[config.mk]
export PLATFORM = sky130hd
export DESIGN_NAME = spi_config_assembler
export DESIGN_NICKNAME = d
export VERILOG_FILES = /design/src/rtl/spi_config_assembler_pkg.sv /design/src/rtl/spi_config_assembler_timeout.sv /design/src/rtl/spi_config_assembler.sv
export SDC_FILE = /design/constraint.sdc
export NUM_CORES = 1
export LEC_CHECK = 0
export ABC_AREA = 1
export BUFFER_PORTS_ARGS = -buffer_cell sky130_fd_sc_hd__buf_4
export CAP_MARGIN = 20
export CELL_PAD_IN_SITES_DETAIL_PLACEMENT = 2
export CELL_PAD_IN_SITES_GLOBAL_PLACEMENT = 2
export CORE_MARGIN = 2
export CORE_UTILIZATION = 31
export CTS_CLUSTER_SIZE = 20
export DETAILED_ROUTE_END_ITERATION = 10
export GPL_TIMING_DRIVEN = 0
export PLACE_DENSITY_LB_ADDON = 0.2
export SKIP_CTS_REPAIR_TIMING = 1
export SLEW_MARGIN = 20
export SYNTH_ARGS = -nofsm -noshare
export SYNTH_HDL_FRONTEND = slang
export SYNTH_SLANG_ARGS = --single-unit
[constraint.sdc]
create_clock -name clk -period 1.54 [get_ports clk]
set_input_delay 0.154 -clock clk [delete_from_list [all_inputs] [get_ports clk]]
set_output_delay 0.154 -clock clk [all_outputs]
set_load 0.02 [all_outputs]
[src/rtl/spi_config_assembler_pkg.sv]
// Shared definitions for the SPI configuration assembler.
//   state_t        : frame FSM states
//   ERR_*          : error-cause codes reported on last_error
//   HEADER_DEFAULT : required first byte of every frame
//   FRAME_BYTES    : number of payload bytes per frame
package spi_cfg_pkg;

  typedef enum logic [1:0] {
    IDLE  = 2'd0,
    DATA  = 2'd1,
    CHECK = 2'd2
  } state_t;

  localparam logic [1:0] ERR_NONE = 2'd0;
  localparam logic [1:0] ERR_CHK  = 2'd1;
  localparam logic [1:0] ERR_TMO  = 2'd2;
  localparam logic [1:0] ERR_ABT  = 2'd3;

  localparam logic [7:0]  HEADER_DEFAULT = 8'hA5;
  localparam int unsigned FRAME_BYTES    = 4;
  localparam int unsigned IDX_W          = $clog2(FRAME_BYTES);

endpackage

[src/rtl/spi_config_assembler_timeout.sv]
// Inter-byte timeout counter for an in-progress frame.
//   clk, rst_n : clock, async active-low reset
//   run        : a frame is in progress (counter idles at 0 otherwise)
//   kick       : byte accepted this cycle; restarts the count
//   expired    : TIMEOUT_CYCLES-1 cycles elapsed with no byte, and none this cycle
module frame_timeout_counter #(
  parameter int unsigned TIMEOUT_CYCLES = 4096,
  localparam int unsigned TCW = $clog2(TIMEOUT_CYCLES + 1)
) (
  input  logic clk,
  input  logic rst_n,
  input  logic run,
  input  logic kick,
  output logic expired
);

  logic [TCW-1:0] timer_q;
  logic [TCW-1:0] timer_d;

  assign expired = run && !kick && (timer_q == TCW'(TIMEOUT_CYCLES - 1));

  always_comb begin
    timer_d = timer_q + TCW'(1);
    if (!run || kick || expired) timer_d = '0;
  end

  always_ff @(posedge clk or negedge rst_n) begin
    if (!rst_n) timer_q <= '0;
    else        timer_q <= timer_d;
  end

endmodule

[src/rtl/spi_config_assembler.sv]
// Assembles framed, checksummed SPI bytes into the VGA configuration word.
// Frame: HEADER, D3, D2, D1, D0, CHK where CHK = D3^D2^D1^D0.
//   clk, rst_n    : clock, async active-low reset
//   ss_n          : synchronised chip select (high aborts an in-progress frame)
//   byte_data/_valid : received byte and its one-cycle strobe
//   err_clear     : clears error_count
//   config_out    : live configuration word; config_update pulses on commit
//   busy          : FSM not IDLE (combinational)
//   error_count   : saturating frame error count; last_error: most recent cause
//   status_byte   : {busy, last_error, error_count[4:0]} for MISO readback
module spi_config_assembler
  import spi_cfg_pkg::*;
#(
  parameter logic [7:0]  HEADER         = HEADER_DEFAULT,
  parameter logic [31:0] RESET_CONFIG   = 32'hBBFC_0000,
  parameter int unsigned TIMEOUT_CYCLES = 4096
) (
  input  logic        clk,
  input  logic        rst_n,
  input  logic        ss_n,
  input  logic [7:0]  byte_data,
  input  logic        byte_valid,
  input  logic        err_clear,
  output logic [31:0] config_out,
  output logic        config_update,
  output logic        busy,
  output logic [7:0]  error_count,
  output logic [1:0]  last_error,
  output logic [7:0]  status_byte
);

  state_t             state_q, state_d;
  logic [31:0]        shadow_q, shadow_d;
  logic [7:0]         xor_acc_q, xor_acc_d;
  logic [IDX_W-1:0]   byte_idx_q, byte_idx_d;
  logic [31:0]        config_q, config_d;
  logic               config_update_q, config_update_d;
  logic [7:0]         error_count_q, error_count_d;
  logic [1:0]         last_error_q, last_error_d;
  logic               err_set;
  logic [1:0]         err_cause;
  logic               timeout_expired;

  frame_timeout_counter #(
    .TIMEOUT_CYCLES(TIMEOUT_CYCLES)
  ) u_timeout (
    .clk    (clk),
    .rst_n  (rst_n),
    .run    (state_q != IDLE),
    .kick   (byte_valid),
    .expired(timeout_expired)
  );

  always_comb begin
    state_d         = state_q;
    shadow_d        = shadow_q;
    xor_acc_d       = xor_acc_q;
    byte_idx_d      = byte_idx_q;
    config_d        = config_q;
    config_update_d = 1'b0;
    err_set         = 1'b0;
    err_cause       = ERR_NONE;

    unique case (state_q)
      IDLE: begin
        if (byte_valid && !ss_n && byte_data == HEADER) begin
          state_d    = DATA;
          byte_idx_d = '0;
          xor_acc_d  = '0;
        end
      end
      // Priority inside a frame: chip-select abort, then byte, then timeout.
      DATA: begin
        if (ss_n) begin
          state_d   = IDLE;
          err_set   = 1'b1;
          err_cause = ERR_ABT;
        end else if (byte_valid) begin
          shadow_d   = {shadow_q[23:0], byte_data};
          xor_acc_d  = xor_acc_q ^ byte_data;
          byte_idx_d = byte_idx_q + IDX_W'(1);
          if (byte_idx_q == IDX_W'(FRAME_BYTES - 1)) state_d = CHECK;
        end else if (timeout_expired) begin
          state_d   = IDLE;
          err_set   = 1'b1;
          err_cause = ERR_TMO;
        end
      end
      CHECK: begin
        if (ss_n) begin
          state_d   = IDLE;
          err_set   = 1'b1;
          err_cause = ERR_ABT;
        end else if (byte_valid) begin
          state_d = IDLE;
          if (byte_data == xor_acc_q) begin
            config_d        = shadow_q;
            config_update_d = 1'b1;
          end else begin
            err_set   = 1'b1;
            err_cause = ERR_CHK;
          end
        end else if (timeout_expired) begin
          state_d   = IDLE;
          err_set   = 1'b1;
          err_cause = ERR_TMO;
        end
      end
      default: state_d = IDLE;
    endcase
  end

  // A new error in the same cycle as err_clear leaves the count at 1.
  always_comb begin
    error_count_d = error_count_q;
    last_error_d  = last_error_q;
    if (err_set) begin
      last_error_d = err_cause;
      if (err_clear)                   error_count_d = 8'd1;
      else if (error_count_q != 8'hFF) error_count_d = error_count_q + 8'd1;
    end else if (err_clear) begin
      error_count_d = '0;
    end
  end

  always_ff @(posedge clk or negedge rst_n) begin
    if (!rst_n) begin
      state_q         <= IDLE;
      shadow_q        <= '0;
      xor_acc_q       <= '0;
      byte_idx_q      <= '0;
      config_q        <= RESET_CONFIG;
      config_update_q <= 1'b0;
      error_count_q   <= '0;
      last_error_q    <= ERR_NONE;
    end else begin
      state_q         <= state_d;
      shadow_q        <= shadow_d;
      xor_acc_q       <= xor_acc_d;
      byte_idx_q      <= byte_idx_d;
      config_q        <= config_d;
      config_update_q <= config_update_d;
      error_count_q   <= error_count_d;
      last_error_q    <= last_error_d;
    end
  end

  assign config_out    = config_q;
  assign config_update = config_update_q;
  assign busy          = (state_q != IDLE);
  assign error_count   = error_count_q;
  assign last_error    = last_error_q;
  assign status_byte   = {busy, last_error_q, error_count_q[4:0]};

endmodule

# Word-level counts from Yosys, hierarchy flattened
# Index checks and enable logic that the tools add are counted.
word_totals:
  register_bits: 100
  inputBits: 13
  out_inout_bits: 52
  wordCells: 83
op_classes:
  add_sub_neg: 3
  n_eq_ne: 11
  n_mux: 39
  bitwise: 2
  n_reduce_logical: 19
ops:
  columns: ["operator", "n"]
  rows:
  - ["2-to-1 mux 8 bit", 7]
  - ["2-to-1 mux 2 bit", 15]
  - ["one-hot mux 8 bit (2 select lines)", 1]
  - ["adder 13 x 1 -> 13 bit, second input constant", 1]
  - ["== test 13 x 12 -> 1 bit, second input constant", 1]
  - ["2-to-1 mux 13 bit", 1]
  - ["2-to-1 mux 1 bit", 11]
  - ["adder 8 x 1 -> 8 bit, second input constant", 1]
  - ["== test 8 bit", 1]
  - ["== test 8 bit, second input constant", 1]
  - ["inequality test 8 bit, second input constant", 1]
  - ["one-hot mux 2 bit (2 select lines)", 2]
  - ["AND reduction 4 bit", 2]
  - ["nonzero test 2 bit", 4]
  - ["bitwise XOR 8 bit", 1]
  - ["inequality test 2 bit, second input constant", 3]
  - ["one-hot mux 2 bit (3 select lines)", 1]
  - ["== test 2 bit, second input constant", 2]
  - ["logical AND 1 bit", 4]
  - ["inequality test 4 bit, second input constant", 1]
  - ["AND reduction 2 bit", 2]
  - ["zero test 1 bit", 3]
  - ["AND reduction 3 bit", 1]
  - ["adder 2 x 1 -> 2 bit, second input constant", 1]
  - ["other kinds (5)", 6]

# Logic depth before layout (Yosys ltp)
# Gate-level depths: netlist of the first run.
logic_depth:
  word_depth: 9
  ltp_mapped: 11

# Cells and area by module
# From an unflattened synthesis of the first run, not the netlist that was laid out.
unflattened:
  hier_cells: 538
  area_unflattened_um2: 4840.9
modules_own_cells:
  columns: ["mod", "n_inst", "cells_each", "area_each_um2"]
  rows:
  - ["spi_config_assembler", 1, 452, 4083.9]
  - ["frame_timeout_counter", 1, 86, 757.0]

# Worst setup path after synthesis of the first run
# Ideal clock, no wire load.
synth_path:
  path_type: "reg-to-reg"
  from: "register error_count_q[1], in the netlist error_count[1]"
  to: "register error_count_q[3], in the netlist error_count[3]"
  setup_ns: 0.125
  t_arrival_ns: 1.495
  required_ns: 1.415
  setup_slack_ns: -0.080
  stages_incl_launch_ff: 7
  period_less_slack_ns: 1.620
  path_cell_list: "dfrtp_1 > ha_1 > nand3_1 > nor3b_1 > nand2_1 > o2111ai_1 > nand2_1"
synth_via:
  elab_chain_len: 4
  elab_cells_between_ends: 7
  classes_between: "add/sub: 1; eq/ne: 1; mux: 3; reduce/logical: 2"
synth_rtl:
  columns: ["item", "line_no", "text"]
  rows:
  - ["from (decl)", "spi_config_assembler.sv:38", "logic [7:0] error_count_q, error_count_d;"]
  - ["from (signal assigned)", "spi_config_assembler.sv:143", "error_count_q <= error_count_d;"]
  - ["adder 8 x 1 -> 8 bit", "spi_config_assembler.sv:120", "else if (error_count_q != 8'hFF) error_count_d = error_count_q + 8'd1;"]
  - ["2-to-1 mux 8 bit", "spi_config_assembler.sv:120", null]
  - ["2-to-1 mux 8 bit", "spi_config_assembler.sv:119", "if (err_clear) error_count_d = 8'd1;"]
  - ["2-to-1 mux 8 bit", "spi_config_assembler.sv:117", "if (err_set) begin"]
# Several ways; a longest one is shown, not always the timed one. The select of a mux whose other input is x is not followed.
# A chain may end at the register's enable or synchronous reset.

# Worst setup path after layout of the first run
layout_path:
  from: "register xor_acc_q[0]"
  to: "register config_q[21], in the netlist config_out[21]"
layout_via:
  elab_chain_len: 2
layout_rtl:
  columns: ["item", "line_no", "text"]
  rows:
  - ["from (decl)", "spi_config_assembler.sv:34", "logic [7:0] xor_acc_q, xor_acc_d;"]
  - ["from (signal assigned)", "spi_config_assembler.sv:139", "xor_acc_q <= xor_acc_d;"]
  - ["== test 8 bit", "spi_config_assembler.sv:96", "if (byte_data == xor_acc_q) begin"]
  - ["AND reduction 4 bit (no source line)", null, null]
  - ["to (signal assigned)", "spi_config_assembler.sv:141", "config_q <= config_d;"]
  - ["to (decl)", "spi_config_assembler.sv:36", "logic [31:0] config_q, config_d;"]
# Every way passes these cells.

==> results of run 1 <==
-- tightest hold or removal path, cell delays in order --
cell,delay [ps]
buf_4,100
nand2_2,60
o21ai_2,60
-- logic make-up after synthesis --
group | Yosys count | share of synthesized area
simple gates | 223 | 0.209
flops | 100 | 0.557
buf+inv | 98 | 0.0920
compound gates | 90 | 0.110
fa+ha+maj | 7 | 0.0194
xor+xnor | 6 | 0.0116
-- routing by layer --
metal  vias up  routed length (um)
met1      2060                6500
met5         -                   0
met2        45                8670
met4         0                 271
met3        15                 250
li1       1878                   -
-- flip-flops by register name, summed over array words and instances, names as in the netlist --
signal             flops
byte_idx_q             2
config_out            32
config_update          1
error_count            8
last_error             2
shadow_q              32
state_q                2
u_timeout.timer_q     13
xor_acc_q              8
-- worst paths after layout --
kind                                 from  cells after the start  slack (ps)              to
setup reg to reg             xor_acc_q[0]                     11        -190  config_out[21]
min in group asynchronous           rst_n                      2         480   config_out[7]
setup / recovery             xor_acc_q[0]                     11        -190  config_out[21]
max in group asynchronous           rst_n                      2         340      state_q[1]
hold / removal               byte_data[3]                      3          50     shadow_q[3]
hold reg to reg            config_out[20]                      2         470  config_out[20]
-- placed cells by master (no fill, tap or decap), drive strengths merged, types with 7 or more instances in the layout --
cell,Yosys,layout
dfrtp,88,88
o21ai,78,78
nand2,152,153
ha,7,7
clkbuf,5,16
nand4,7,8
nor2,32,32
dfstp,12,12
nand3,17,17
inv,74,76
buf,19,110
-- power by group --
| group | switching, uW | internal, uW |
|---|---|---|
| registers | 416 | 3180 |
| clock network | 1090 | 1120 |
| logic | 1880 | 1150 |
| total | 3380 | 5450 |
-- area by class of cell --
class	count	area, sq um
Clock inverter	6	48.8
Timing Repair Buffer	94	858
Tap cell	184	230
Clock buffer	10	229
Multi-Input combinational cell	328	2110
Fill cell	1518	7820
Inverter	74	290
Sequential cell	100	2520
Buffer	23	258
-- per-stage QoR --
step / area, sq um / power (uW) / hold slack (ps)
2_1_floorplan: 4520 / 4910 / -142
3_3_place_gp: 5230 / 5650 / 402
3_5_place_dp: 5230 / 5780 / 342
4_1_cts: 5510 / 8030 / -34.7
5_1_grt: 6550 / 9360 / 62.7
6_report: 6550 / 8830 / 52.6
==> flow_metrics.tcl, run 1 <==
set metrics [dict create \
    start_kind "flop" \
    core_area_sq_mm 0.0144 \
    grt_pass1_wl_um 21500 \
    yosysMostFrequentCell "nand2_1" \
    syn_avg_cell_area_sq_um 8.62 \
    path_cells "inv_1 -> nand2_1 -> nand2_1 -> nand2_1 -> nor2_4 -> nand4_4 -> buf_12 -> buf_12 -> clkbuf_16 -> nand2_2 -> o21ai_2" \
    dr.first_iter.drc_count 141 \
    chipHeight_um 125 \
    diodes 0 \
    netlist_area_sq_mm 0.00452 \
    ys.flop_type "dfrtp_1" \
    hold_viol 0 \
    fin_setup_tns_ps -5800 \
    wl_per_cell_um 19.2 \
    ir_worst_vdd_v 0.000715 \
    detailedPlacementHpwl_um 9080 \
    rsz0062_at_grt "true" \
    tightest_slew_ps 964 \
    clk_path_buf_depth 2 \
    synth.ff_latch_count 100 \
    yosysWarnings 0 \
    pre_cts_ws_ps -351 \
    grtUsageMet3 0.0266 \
    layoutNonFillerInstCount 819 \
    vias_per_cell 4.88 \
    fmax_mhz 578 \
    worstSkewPairLatency_ps 350 \
    arrival_ps 2020 \
    die_w_um 125 \
    hold_path_class "input pin to flop" \
    cp_top_family "simple AND/OR/NAND/NOR gates" \
    slowest_delay_ps 420 \
    cts_tree "built" \
    synth_cells 524 \
    synthArstFlopShare 1.00 \
    cp_common_cell "nand2_1" \
    firstDrtPassIters 4 \
    critPathSlowestCell "dfrtp_1" \
    status "finished, violations left" \
    cp_max_fo 5 \
    synth_top_area_share 0.488 \
    use_met1 0.209 \
    post-route-period-util 1.12 \
    violations "setup timing" \
    syn_nets 544 \
    period_needed_ps 1730 \
    grt_max_degree 101 \
    yosys.cell_types.count 33 \
    die_area_sq_mm 0.0155 \
    criticalPathCategory "flop to flop" \
    ys_seq_area_frac 0.557 \
    report.final.slew_viol_count 0 \
    clock_skew_ps 10.9 \
    synth_area_leaders "dfrtp_1, nand2_1, o21ai_1, dfstp_2, inv_1" \
    drive_gt1_frac 0.405 \
    grt_pass1_vias 4125 \
    max-slew-margin-rel 0.358 \
    numCtsBuffers 9 \
    finalSetupViolCount 63 \
    io_pins 65 \
    grt.overflow.total 0 \
    antenna_left 0 \
    utilization 0.456 \
    antenna_found_initial 0 \
    drc 0 \
    synth-edff-count 0 \
    wl_um 15700 \
    initial_core_util 0.314 \
    routabilityCongestion 0.761 \
    synth_common_cells "nand2_1, dfrtp_1, o21ai_1, inv_1, nor2_1" \
    synth_largest_area_cell "dfrtp_1" \
    clock-root-buffer "clkbuf_16" \
    core.rowCount 44 \
    setup_ws_ps -189 \
    grt.busiest_layer "met2" \
    cts_sinks 100 \
    leakagePower_uw 0.00310 \
    maxCapViolCount 0 \
    vias 3998 \
    use_met2 0.314 \
    placed_cells 772 \
    cp_data_required_time_ps 1830 \
    critPathCaptureType "flop" \
    htree_levels 3 \
    port_buffers 64 \
    powerDensity_mw_per_mm2 1350 \
    crit_buf_inv 4 \
    clkTransAtPathRegs_ps 70 \
    grtUsageTotal 0.173 \
    final_nets 650 \
    syn2layout_area_growth_pct 44.9 \
]
(Power assumes the default switching activity.)
==> inputs of run 2 (changes only) <==
--- a/config.mk
+++ b/config.mk
@@ -5,18 +5,19 @@
 export SDC_FILE = /design/constraint.sdc
 export NUM_CORES = 1
 export LEC_CHECK = 0
-export ABC_AREA = 1
+export ABC_AREA = 0
 export BUFFER_PORTS_ARGS = -buffer_cell sky130_fd_sc_hd__buf_4
 export CAP_MARGIN = 20
 export CELL_PAD_IN_SITES_DETAIL_PLACEMENT = 2
 export CELL_PAD_IN_SITES_GLOBAL_PLACEMENT = 2
 export CORE_MARGIN = 2
-export CORE_UTILIZATION = 31
+export CORE_UTILIZATION = 35
 export CTS_CLUSTER_SIZE = 20
 export DETAILED_ROUTE_END_ITERATION = 10
 export GPL_TIMING_DRIVEN = 0
 export PLACE_DENSITY_LB_ADDON = 0.2
 export SKIP_CTS_REPAIR_TIMING = 1
+export SKIP_LAST_GASP = 1
 export SLEW_MARGIN = 20
 export SYNTH_ARGS = -nofsm -noshare
 export SYNTH_HDL_FRONTEND = slang
==> flow_metrics.tcl, run 2 <==
set metrics [dict create \
    grt_max_degree 101 \
    grt.overflow.total 0 \
    wl_per_cell_um 19.9 \
    core_area_sq_mm 0.0122 \
    leakagePower_uw 0.00282 \
    dr.first_iter.drc_count 112 \
    yosysMostFrequentCell "dfrtp_1" \
    setup_ws_ps -458 \
    die_area_sq_mm 0.0135 \
    antenna_found_initial 0 \
    hold_path_class "input pin to flop" \
    max-slew-margin-rel 0.381 \
    cts_sinks 100 \
    synth_cells 343 \
    ys_seq_area_frac 0.572 \
    numCtsBuffers 9 \
    whs_ps 90.5 \
    crit_start "error_count[1]" \
    drc 0 \
    criticalPathCategory "flop to flop" \
    wl_um 12400 \
    ir_worst_vdd_v 0.000717 \
    die_w_um 116 \
    grt_pass1_wl_um 17100 \
    antenna_left 0 \
    rsz0062_at_grt "true" \
    powerDensity_mw_per_mm2 1490 \
    worstSkewPairLatency_ps 350 \
    drive_gt1_frac 0.563 \
    yosysWarnings 0 \
    final_area_sq_mm 0.00617 \
    critPathCaptureType "flop" \
    firstDrtPassIters 4 \
    maxCapViolCount 0 \
    netlist_area_sq_mm 0.00440 \
    dpl_cell_area_sq_mm 0.00531 \
    hold_start "byte_data[3]" \
    syn_avg_cell_area_sq_um 12.8 \
    finalSetupViolCount 65 \
    synth_common_cells "dfrtp_1, mux2_2, nor2_1, o21ai_0, xnor2_1" \
    htree_levels 3 \
    synthArstFlopShare 1.00 \
    synth_area_leaders "dfrtp_1, mux2_2, dfstp_2, xnor2_1, nor2_1" \
    multi_input_area_sq_mm 0.00208 \
    regArea_sq_mm 0.00252 \
    nFillCells 1186 \
    synth_largest_area_cell "dfrtp_1" \
    final_nets 473 \
    period_needed_ps 2000 \
    arrival_ps 2240 \
    syn2layout_area_growth_pct 40.3 \
    violations "setup timing" \
    tightest_slew_ps 928 \
    post-route-period-util 1.30 \
    hold_viol 0 \
    yosys.cell_types.count 45 \
    fmax_mhz 500 \
    cp_max_fo 5 \
    chipHeight_um 116 \
    detailedPlacementHpwl_um 7030 \
    vias 3113 \
    final_common_cell "buf_4" \
    grtUsageTotal 0.166 \
    routabilityCongestion 0.715 \
    clk_path_buf_depth 2 \
    synth.ff_latch_count 100 \
    ys.flop_type "dfrtp_1" \
    core.rowCount 40 \
    clock-root-buffer "clkbuf_16" \
    initial_core_util 0.362 \
    cp_data_required_time_ps 1780 \
    vias_per_cell 4.97 \
    layout_common_cells "buf_4, dfrtp_1, mux2_2" \
    cts_tree "built" \
    report.final.slew_viol_count 0 \
    start_kind "flop" \
    grt_pass1_vias 3241 \
    clock_skew_ps 7.04 \
    io_pins 65 \
    status "finished, violations left" \
    diodes 0 \
    r2r_start "error_count[1]" \
    clkTransAtPathRegs_ps 70 \
    port_buffers 64 \
    syn_nets 363 \
    synth_top_area_share 0.500 \
    synth-edff-count 0 \
]
## run 2: changes by cell type in the layout (fill, tap and decap cells not counted), moves of 26 or more
cell and delta:
inv_1 -56, mux2_2 +34, mux2_4 +33, nand2_1 -108, o21ai_1 -35, o21ai_2 -26
## run 2: where the power goes
| part | switching, uW | internal [uW] | total, uW |
|---|---|---|---|
| Clock | 1050 | 1160 | 2210 |
| Sequential | 557 | 3250 | 3810 |
| Combinational | 1500 | 1680 | 3190 |
## run 2: routing by layer
| metal | vias up | routed length [um] | part of all wire | global-route usage |
|---|---|---|---|---|
| li1 | 1415 | - | - | - |
| met1 | 1626 | 4920 | 0.40 | 0.200 |
| met2 | 60 | 6920 | 0.56 | 0.294 |
| met3 | 12 | 420 | 0.034 | 0.0493 |
| met4 | 0 | 174 | 0.014 | 0.0405 |
| met5 | - | 0 | 0 | 0 |
## run 2: cell type report
class	count	share of cell area
clock buffers	11	0.0393
plain buffers	18	0.0310
well taps	168	0.0340
repair buffers	98	0.135
inverters	12	0.00811
multi-input cells	214	0.337
clock inverters	5	0.00669
flip-flops and latches	100	0.409
## run 2: path summary, 6_finish.rpt
| check | end | slack, ps | depth (start not counted) |
|---|---|---|---|
| min in group asynchronous | config_update | 450 | 2 |
| max | error_count[7] | -460 | 8 |
| min | shadow_q[3] | 90 | 2 |
| min reg2reg | config_out[30] | 500 | 1 |
| max reg2reg | error_count[7] | -460 | 8 |
| max in group asynchronous | state_q[1] | 380 | 2 |
## run 2: worst max-delay path: stages, from the launching register on
cell     delay (ps)
dfrtp_2         440
ha_4            180
and3_4          180
and3_4          190
a31o_4          220
a21oi_4         130
buf_6           150
nand4_4          90
mux2_4          310
## run 2: logic make-up (layout without fill, tap and decap cells)
kind of cell             after synthesis  count (layout)  synth area share
AO/OA/AOI/OAI                         41              41            0.0600
XOR/XNOR                              18              18            0.0358
buffers and inverters                 30             144            0.0350
flip-flops                           100             100             0.572
AND/OR/NAND/NOR                       79              80             0.103
multiplexers                          68              68             0.175
adder cells (fa/ha/maj)                7               7            0.0199
## run 2: stage by stage
| stage | power (uW) | TNS [ps] | worst slack [ps] | utilization | instances |
|---|---|---|---|---|---|
| after floorplan | 5270 | -6940 | -451 | - | 343 |
| after global placement | 5900 | -21780 | -589 | 0.436 | 575 |
| after detailed placement | 6080 | -25460 | -604 | 0.436 | 575 |
| after CTS | 8340 | -27310 | -626 | 0.460 | 591 |
| after global routing | 9780 | -23230 | -547 | 0.508 | 626 |
| final | 9210 | -17020 | -458 | 0.508 | 626 |
==> inputs of run 3 (changes only) <==
--- a/config.mk
+++ b/config.mk
@@ -11,8 +11,8 @@
 export CELL_PAD_IN_SITES_DETAIL_PLACEMENT = 2
 export CELL_PAD_IN_SITES_GLOBAL_PLACEMENT = 2
 export CORE_MARGIN = 2
-export CORE_UTILIZATION = 35
-export CTS_CLUSTER_SIZE = 20
+export CORE_UTILIZATION = 30
+export CTS_CLUSTER_SIZE = 16
 export DETAILED_ROUTE_END_ITERATION = 10
 export GPL_TIMING_DRIVEN = 0
 export PLACE_DENSITY_LB_ADDON = 0.2
==> flow_metrics.tcl, run 3 (same netlist as run 2, synthesis figures left out) <==
set metrics [dict create \
    status "finished, violations left" \
    violations "setup timing" \
    final_nets 466 \
    rsz0062_at_grt "true" \
    layout_common_cells "buf_4, dfrtp_1, mux2_2" \
    diodes 0 \
    whs_ps 88.1 \
    cp_common_cell "and3_4" \
    cp_max_fo 6 \
    hold_path_class "input pin to flop" \
    io_pins 65 \
    htree_levels 3 \
    detailedPlacementHpwl_um 7320 \
    cp_data_required_time_ps 1780 \
    numCtsBuffers 9 \
    slowest_delay_ps 440 \
    cts_sinks 100 \
    hold_start "byte_data[1]" \
    critPathCaptureType "flop" \
    cts_tree "built" \
    wl_per_cell_um 18.1 \
    clock_skew_ps 6.62 \
    finalSetupViolCount 58 \
    routabilityCongestion 0.736 \
    core.rowCount 44 \
    hold_path_depth 2 \
    grtUsageTotal 0.147 \
    grt.overflow.total 0 \
    reg2reg_depth 8 \
    path_cells "ha_4 -> and3_4 -> and3_4 -> a31o_4 -> a21oi_4 -> buf_6 -> nand4_4 -> mux2_4" \
    clock-root-buffer "clkbuf_16" \
    criticalPathCategory "flop to flop" \
    powerDensity_mw_per_mm2 1460 \
    final_common_cell "buf_4" \
    hold_viol 0 \
    reg2reg_to "error_count[7]" \
    max-slew-margin-rel 0.375 \
    syn2layout_area_growth_pct 38.1 \
    utilization 0.421 \
    critPathSlowestCell "dfrtp_2" \
    antenna_left 0 \
    min_to "shadow_q[1]" \
    clk_path_buf_depth 2 \
    start_kind "flop" \
    drive_gt1_frac 0.537 \
    initial_core_util 0.305 \
    firstDrtPassIters 4 \
    p_comb_frac 0.324 \
    regToRegSetupSlack_ps -440 \
    grt_pass1_wl_um 18300 \
    intPower_uw 5910 \
    grt_max_degree 101 \
    ir_worst_vdd_v 0.000787 \
    report.final.slew_viol_count 0 \
    drc 0 \
    antenna_found_initial 0 \
    core_area_sq_mm 0.0144 \
    fmax_mhz 506 \
    vias_per_cell 4.76 \
    wl_um 11500 \
    dr.first_iter.drc_count 73 \
    port_buffers 64 \
    tightest_slew_ps 937 \
    post-route-period-util 1.28 \
    clkTransAtPathRegs_ps 70 \
    grt_pass1_vias 3411 \
    clkPwrFrac 0.251 \
    seqPwrFrac 0.425 \
    p_switching_uw 2970 \
    period_needed_ps 1980 \
    arrival_ps 2220 \
    maxCapViolCount 0 \
    chipHeight_um 125 \
    die_area_sq_mm 0.0157 \
    vias 3025 \
    r2r_start "error_count[0]" \
    worstSkewPairLatency_ps 350 \
    leakagePower_uw 0.00279 \
    setup_ws_ps -436 \
    p_sw_frac 0.335 \
    die_w_um 125 \
]
-- run 3: power by group through the flow --
stage	Sequential (uW)	Combinational (uW)	Clock [uW]
after floorplan	3690	1580	0
after global placement	3730	2180	0
after detailed placement	3790	2280	0
after CTS	3750	2300	2340
after global routing	3880	3180	2420
final	3770	2880	2230
-- run 3: worst max-delay path by stage --
stage,from,endpoint,slack (ps),cells after the start
final,error_count[0],error_count[7],-440,8
after floorplan,error_count[1],error_count[7],-450,8
after detailed placement,u_timeout.timer_q[0],error_count[7],-570,8
after global routing,xor_acc_q[3],error_count[2],-520,9
after CTS,u_timeout.timer_q[0],error_count[7],-590,8
after global placement,u_timeout.timer_q[0],error_count[7],-590,8
-- run 3: final cells by class --
cell class	count	area, sq um
timing repair buffer	90	759
sequential	100	2520
inverter	12	47.5
tap	184	230
clock inverter	6	56.3
multi-input combinational	215	2050
clock buffer	10	229
buffer	18	188
fill	1452	8340
-- run 3: worst max-delay path: cells and delay by family (launching register included) --
kind | cells | cell delay, ps
adders and majority gates | 1 | 170
muxes | 1 | 310
buffers and inverters | 1 | 150
AOI/OAI and AO/OA | 2 | 340
and+or+nand+nor | 3 | 460
DFF | 1 | 440
-- run 3: metrics by stage --
step | setup TNS (ps) | area, sq um | total power (uW) | setup WS, ps | cells
after floorplan | -6940 | 4610 | 5270 | -451 | 343
after global placement | -23930 | 5320 | 5910 | -586 | 591
after detailed placement | -25010 | 5330 | 6070 | -571 | 591
after CTS | -26540 | 5610 | 8390 | -588 | 607
after global routing | -17140 | 6080 | 9480 | -523 | 635
final | -11940 | 6080 | 8880 | -436 | 635
-- run 3: routing by layer --
metal,global-route usage,up-vias,wire length [um]
met1,0.179,1556,4850
met4,0.0353,0,132
met3,0.0445,10,418
met5,0,-,0
met2,0.257,56,6100
li1,-,1403,-
